$ cat config.mk
export PLATFORM = sky130hd
export DESIGN_NAME = data_mem_ctrl
export DESIGN_NICKNAME = d
export VERILOG_FILES = /design/src/rtl/data_mem_ctrl.sv
export SDC_FILE = /design/constraint.sdc
export NUM_CORES = 1
export LEC_CHECK = 0
export ABC_AREA = 1
export CORE_MARGIN = 2
export CORE_UTILIZATION = 30
export CTS_BUF_LIST = sky130_fd_sc_hd__clkbuf_16
export DETAILED_ROUTE_END_ITERATION = 12
export GPL_ROUTABILITY_DRIVEN = 0
export PLACE_DENSITY = 0.67
export SLEW_MARGIN = 20
export SYNTH_ARGS = -nofsm -noshare
export SYNTH_HDL_FRONTEND = slang
export SYNTH_SLANG_ARGS = --single-unit
export TNS_END_PERCENT = 50
$ cat constraint.sdc
create_clock -name clk -period 2.8 [get_ports clk]
set_clock_uncertainty 0.15 [all_clocks]
set_input_delay 0.28 -clock clk [delete_from_list [all_inputs] [get_ports clk]]
set_output_delay 0.28 -clock clk [all_outputs]
set_load 0.01 [all_outputs]
$ cat src/rtl/data_mem_ctrl.sv
`default_nettype none
// ============================================================================
// Module   : data_mem_ctrl
// Purpose  : Byte-addressed load/store front end for a 32-bit EAB data RAM,
//            read-modify-write for sub-word stores. Optional misalignment
//            trap via DATA_MEM_CTRL_MISALIGN_TRAP_EN.
// Revision : 1.0 - initial release
// ============================================================================
module data_mem_ctrl #(
    parameter int ADDR_WIDTH = 8
) (
    input  logic                  clk,
    input  logic                  rst_n,
    input  logic                  req_valid,
    output logic                  req_ready,
    input  logic                  req_we,
    input  logic [31:0]           req_addr,
    input  logic [1:0]            req_size,
    input  logic                  req_unsigned,
    input  logic [31:0]           req_wdata,
    output logic                  rsp_valid,
    output logic [31:0]           rsp_rdata,
    output logic                  rsp_err,
    output logic [ADDR_WIDTH-1:0] ram_address,
    output logic [31:0]           ram_data,
    output logic                  ram_we,
    input  logic [31:0]           ram_q
);

    typedef enum logic [1:0] {
        IDLE    = 2'd0,
        RD_WAIT = 2'd1,
        RD_DATA = 2'd2
    } state_t;

    state_t state;
    state_t state_next;

    logic [ADDR_WIDTH+1:0] addr_r;
    logic [1:0]            size_r;
    logic                  we_r;
    logic                  uns_r;
    logic [15:0]           wdata_r;

    logic        accept;
    logic        req_err;
    logic        word_store;
    logic [7:0]  byte_sel;
    logic [15:0] half_sel;
    logic [31:0] load_data;
    logic [31:0] merged;
    logic        unused_addr_bits;

    assign unused_addr_bits = ^req_addr[31:ADDR_WIDTH+2];

`ifdef DATA_MEM_CTRL_MISALIGN_TRAP_EN
    assign req_err = (req_size == 2'b11)
                  || (req_size == 2'b01 && req_addr[0])
                  || (req_size == 2'b10 && req_addr[1:0] != 2'b00);

    always_ff @(posedge clk or negedge rst_n) begin
        if (!rst_n) begin
            rsp_err <= 1'b0;
        end else if (accept && req_err) begin
            rsp_err <= 1'b1;
        end else if ((accept && word_store) || state == RD_DATA) begin
            rsp_err <= 1'b0;
        end
    end
`else
    assign req_err = 1'b0;
    assign rsp_err = 1'b0;
`endif

    assign req_ready  = (state == IDLE);
    assign accept     = req_valid && req_ready;
    // size[1] covers word and (untrapped) reserved size, both handled as word
    assign word_store = req_we && req_size[1] && !req_err;

    always_comb begin
        byte_sel = ram_q[{addr_r[1:0], 3'b000} +: 8];
        half_sel = ram_q[{addr_r[1], 4'b0000} +: 16];
        case (size_r)
            2'b00:   load_data = {{24{byte_sel[7] & ~uns_r}}, byte_sel};
            2'b01:   load_data = {{16{half_sel[15] & ~uns_r}}, half_sel};
            default: load_data = ram_q;
        endcase
        merged = ram_q;
        if (size_r == 2'b00) begin
            merged[{addr_r[1:0], 3'b000} +: 8] = wdata_r[7:0];
        end else begin
            merged[{addr_r[1], 4'b0000} +: 16] = wdata_r;
        end
    end

    always_comb begin
        state_next  = state;
        ram_address = req_addr[ADDR_WIDTH+1:2];
        ram_data    = req_wdata;
        ram_we      = 1'b0;
        case (state)
            IDLE: begin
                ram_we = req_valid && word_store;
                if (accept && !req_err && !word_store) begin
                    state_next = RD_WAIT;
                end
            end
            RD_WAIT: begin
                ram_address = addr_r[ADDR_WIDTH+1:2];
                state_next  = RD_DATA;
            end
            RD_DATA: begin
                ram_address = addr_r[ADDR_WIDTH+1:2];
                ram_data    = merged;
                ram_we      = we_r;
                state_next  = IDLE;
            end
            default: state_next = IDLE;
        endcase
    end

    always_ff @(posedge clk or negedge rst_n) begin
        if (!rst_n) begin
            state     <= IDLE;
            rsp_valid <= 1'b0;
            rsp_rdata <= 32'd0;
        end else begin
            state     <= state_next;
            rsp_valid <= 1'b0;
            if (accept && (req_err || word_store)) begin
                rsp_valid <= 1'b1;
                rsp_rdata <= 32'd0;
            end
            if (state == RD_DATA) begin
                rsp_valid <= 1'b1;
                rsp_rdata <= we_r ? 32'd0 : load_data;
            end
        end
    end

    // Request capture needs no reset: only consumed after an accept
    always_ff @(posedge clk) begin
        if (accept) begin
            addr_r  <= req_addr[ADDR_WIDTH+1:0];
            size_r  <= req_size;
            we_r    <= req_we;
            uns_r   <= req_unsigned;
            wdata_r <= req_wdata[15:0];
        end
    end

endmodule
`default_nettype wire

== After elaboration in Yosys (flattened, before gate mapping) ==
Cells that the tools add are included.
Word-level totals
  flip-flop bits (word level): 65
  bits of input ports: 103
  output and inout bits: 76
  logic and storage cells: 47
Cells by class
  $add $sub $neg: 2
  equal/unequal tests: 4
  shift-type cells: 6
  muxes and demuxes: 14
  bitwise logic cells: 3
  reduce and logical (&&, ||, !) cells: 10
Operators with widths (count)
  $mux 32: 5
  $bwmux 32: 2
  $pmux 32 s2: 1
  $shift 16x7->32 const A: 1
  $shift 8x7->32 const A: 1
  $shiftx 16x7->32: 1
  $shiftx 32x6->16: 1
  $shiftx 32x6->8: 1
  $shiftx 8x7->32: 1
  $neg 5->7: 2
  $mux 8: 1
  $logic_and 1x1->1: 5
  $eq 2x1->1 const B: 2
  $logic_not 2->1: 2
  $pmux 2 s2: 1
  $and 1x1->1: 2
  $eq 2x2->1 const B: 1
  $mux 1: 2
  $mux 2: 1
  $ne 2x1->1 const B: 1
  $pmux 1 s2: 1
  $reduce_bool 2->1: 1
  $reduce_or 2->1: 1
  $logic_not 1->1: 1
  $not 1->1: 1

== Depth between registers and ports, before layout ==
  depth in word-level cells: 5
  depth in mapped cells: 11
  depth with buffers taken out: 9

== Worst setup path before layout ==
No wires, ideal clock.
  path type: register to output
  start point: register addr_r[1]
  end point: output port ram_data[0]
  data arrival time: 1.861 ns
  required time: 2.370 ns
  setup slack: 0.509 ns
  stages on the path, launching flop included: 9
  cells stage by stage: edfxtp_1 > inv_1 > clkbuf_1 > ha_1 > nor2_1 > nand3_1 > o21ai_0 > inv_1 > o21ai_0
On the way
  cells in the longest elaborated chain, start to end: 5
  elaborated cells between the ends (all ways): 10
  classes of those cells: 2 x add/sub; 4 x shift; 4 x mux
RTL lines
  start, declared: line 39  | logic [ADDR_WIDTH+1:0] addr_r;
  start signal, assigned: line 144  | addr_r <= req_addr[ADDR_WIDTH+1:0];
  $neg 5->7, on equally long branches: line 92, 90
  $shiftx 16x7->32, or another cell as far along: line 92  | merged[{addr_r[1], 4'b0000} +: 16] = wdata_r;
  $bwmux 32, on equally long branches: line 92, 90
  $mux 32 *: line 89  | if (size_r == 2'b00) begin
  $mux 32 *: line 101  | case (state)
  end, declared: line 25  | output logic [31:0] ram_data,
Every way passes the cells marked *; elsewhere a longest branch is shown, timed or not.

== Final worst setup path ==
  start point: register addr_r[1]
  end point: output port ram_data[16]
The elaborated chain is that of the path after synthesis.

==> impl_metrics.py <==
metrics = {
    "status": {
        "outcome": "completed",
    },
    "synth": {
        "synth_seq_cells": 65,
        "yosysUniqueCellTypes": 31,
        "synthAdderAreaFrac_pct": 2.18,
        "synth_common_cells": "nand2_1, o21ai_0, inv_1",
        "syn_area_um2": 4590,
        "synth_top_family_by_area": "simple AND/OR/NAND/NOR gates",
        "synth_area_per_cell_um2": 6.96,
        "synth_ff_type": "dfrtp_1",
        "synth_simple_gate_area_share_pct": 27.1,
        "synth_xor_area_share_pct": 0,
        "synth_compound_area_share_pct": 21.3,
        "synth_edf_count": 30,
        "synth.most_common_cell": "nand2_1",
        "synthArstFlopShare_pct": 53.8,
        "synth_cells": 659,
        "synth_top_area_share_pct": 19.7,
        "yosysSeqAreaShare_pct": 38.7,
        "synth_area_leaders": "nand2_1, edfxtp_1, dfrtp_1",
        "ys_warn_count": 0,
        "syn-num-nets": 770,
        "synth_mux_area_share_pct": 1.96,
        "synth.largest_area_cell": "nand2_1",
    },
    "route": {
        "wire_per_inst_um": 16.1,
        "detailedRoute.firstIterationViolations": 570,
        "vias": 4946,
        "viasPerCell": 4.90,
        "drc": 0,
        "first_pass_iters": 5,
        "ant_nets": 0,
        "wirelength_um": 16200,
    },
    "clocking": {
        "clk_latency_ns": 0.34,
        "clk_pin_slew_ns": 0.06,
        "cts_sinks": 65,
        "clockRootBuffer": "clkbuf_16",
        "cts_made_buffers": 9,
        "tritoncts": "yes",
        "htree_levels": 3,
        "clockBufferDepth": 2,
        "holdBufCountCts": 0,
    },
    "die": {
        "die_h_um": 128,
        "die_w_um": 128,
        "die_area_um2": 16300,
        "io_pins": 179,
        "core_area_um2": 15100,
        "num_rows": 45,
        "start_util_pct": 30.4,
    },
    "cells_and_area": {
        "areaGrowthSynthToFinish_pct": 48.2,
        "drive_above_1_share_pct": 11.0,
        "fin_area_um2": 6800,
        "nNetsFinal": 927,
        "antenna_cells": 0,
        "final_util_pct": 45.0,
    },
    "sta": {
        "rsz0062_at_grt": "yes",
        "hold_viol_final": 0,
        "slew_viol_final": 0,
        "max_slew_margin_pct": 59.3,
        "fmax_ghz": 0.362,
        "worst_pin_slew_ns": 0.611,
        "setup_tns_ns": 0,
        "period_needed_ns": 2.77,
        "layout_setup_ws_ns": 0.0340,
        "setup_viol": 0,
        "fin_crit_sh_pct": 98.8,
    },
    "critical_path": {
        "rrSetupSlack_ns": 0.66,
        "rr_worst_depth": 9,
        "path_class": "reg2out",
        "cp-end-kind": "output pin",
        "path_buf_inv": 5,
        "r2r-start": "state[0]",
        "cp_max_fo": 8,
        "max_stage_delay_ns": 0.48,
        "timing.rr.end": "rsp_rdata[12]",
        "startpoint_type": "flop",
        "crit_arrival_ns": 2.34,
        "cp_cell_sequence": "inv_1 -> buf_4 -> ha_1 -> inv_2 -> buf_4 -> nand2_1 -> nor2_1 -> o21bai_1 -> nand2_1 -> clkdlybuf4s50_1",
        "cp_data_required_time_ns": 2.37,
        "crit_family": "buffers and inverters",
        "cp_slowest_cell": "clkdlybuf4s50_1",
    },
    "global_route": {
        "antenna_found_initial": 0,
        "grt_max_degree": 49,
        "grt_overflow": 0,
        "grt_pass1_vias": 4640,
        "grtUsageTotal_pct": 19.7,
        "grt_pass1_wl_um": 24800,
    },
    "pwr": {
        "power.total_mw": 5.33,
        "leakage_nw": 3.23,
        "power.density_nw_per_um2": 784,
        "irDropWorstVdd_mv": 0.592,
    },
    "hold_path": {
        "min-delay-path-class": "in2async",
    },
    "placed_design": {
        "place_ws_ns": 0.168,
        "hpwl_um": 12100,
        "place_area_um2": 6380,
        "port-buffer-count": 155,
    },
    "job": {
        "max_cap_viol_count": 0,
    },
}
[metal layers]
layer / GRT usage, % / share of wire, %
met5: 0 / 0
met4: 6.85 / 1.9
met3: 5.90 / 8.3
met2: 31.8 / 46
met1: 25.3 / 44
[through the flow]
step | instances | hold slack (ns)
final | 1009 | 0.217
after detailed placement | 986 | 0.314
after floorplan | 659 | -0.166
after CTS | 1005 | 0.236
after global placement | 986 | 0.315
after global routing | 1009 | 0.263
[worst max-delay path by stage]
stage / start / to / slack, ns / cells after the start
after floorplan: addr_r[1] / ram_data[0] / 0.51 / 8
after global placement: addr_r[1] / ram_data[15] / 0.19 / 9
after detailed placement: addr_r[1] / ram_data[15] / 0.17 / 9
after CTS: addr_r[1] / ram_data[15] / -0.05 / 9
after global routing: addr_r[1] / ram_data[29] / -0.13 / 8
final: addr_r[1] / ram_data[16] / 0.03 / 10
[sequential cells by signal, summed over array words and instances, names as in the netlist]
name	cells
rsp_rdata	32
addr_r	10
rsp_valid	1
uns_r	1
state	2
size_r	2
we_r	1
wdata_r	16
[cell type report]
cell class	count	area, um2
well taps	188	235
inverters	54	219
flip-flops and latches	65	1780
clock inverters	7	55.1
multi-input cells	503	2460
repair buffers	183	1820
clock buffers	9	225
fillers	1538	8290
[kinds of logic after synthesis]
family                     count (synthesis)
and+or+nand+nor                          299
muxes                                      8
DFF                                       65
AOI/OAI and AO/OA                        187
buffers and inverters                     91
adders and majority gates                  8
other                                      1
[what timing repair did]
action	in CTS	in global routing
setup endpoints to repair	32	24
gates resized for setup	24	32
gates cloned	0	1
pin swaps	0	4
setup buffers	3	3
[layout by cell type (no fill, tap or decap), types with 3 or more instances in the layout]
cell	instances
nor2_1	13
clkinv_2	3
a21oi_1	41
nand2_1	240
clkbuf_2	3
inv_2	5
dlymetal6s2s_1	11
mux2_2	8
dfrtp_1	35
o21ai_1	13
dlygate4sd2_1	6
nand3_1	16
buf_4	23
ha_1	6
clkbuf_16	10
clkdlybuf4s50_1	133
edfxtp_1	30
o21bai_1	16
nor2_2	8
inv_1	50
o21ai_0	117
nand2_2	13
[power breakdown]
part	switching (mW)	total (mW)	internal (mW)
sequential	0.152	1.47	1.31
clock	0.406	1.08	0.673
combinational	1.48	2.78	1.31
total	2.03	5.33	3.29
No activity file was read; power rests on OpenSTA's default activity.
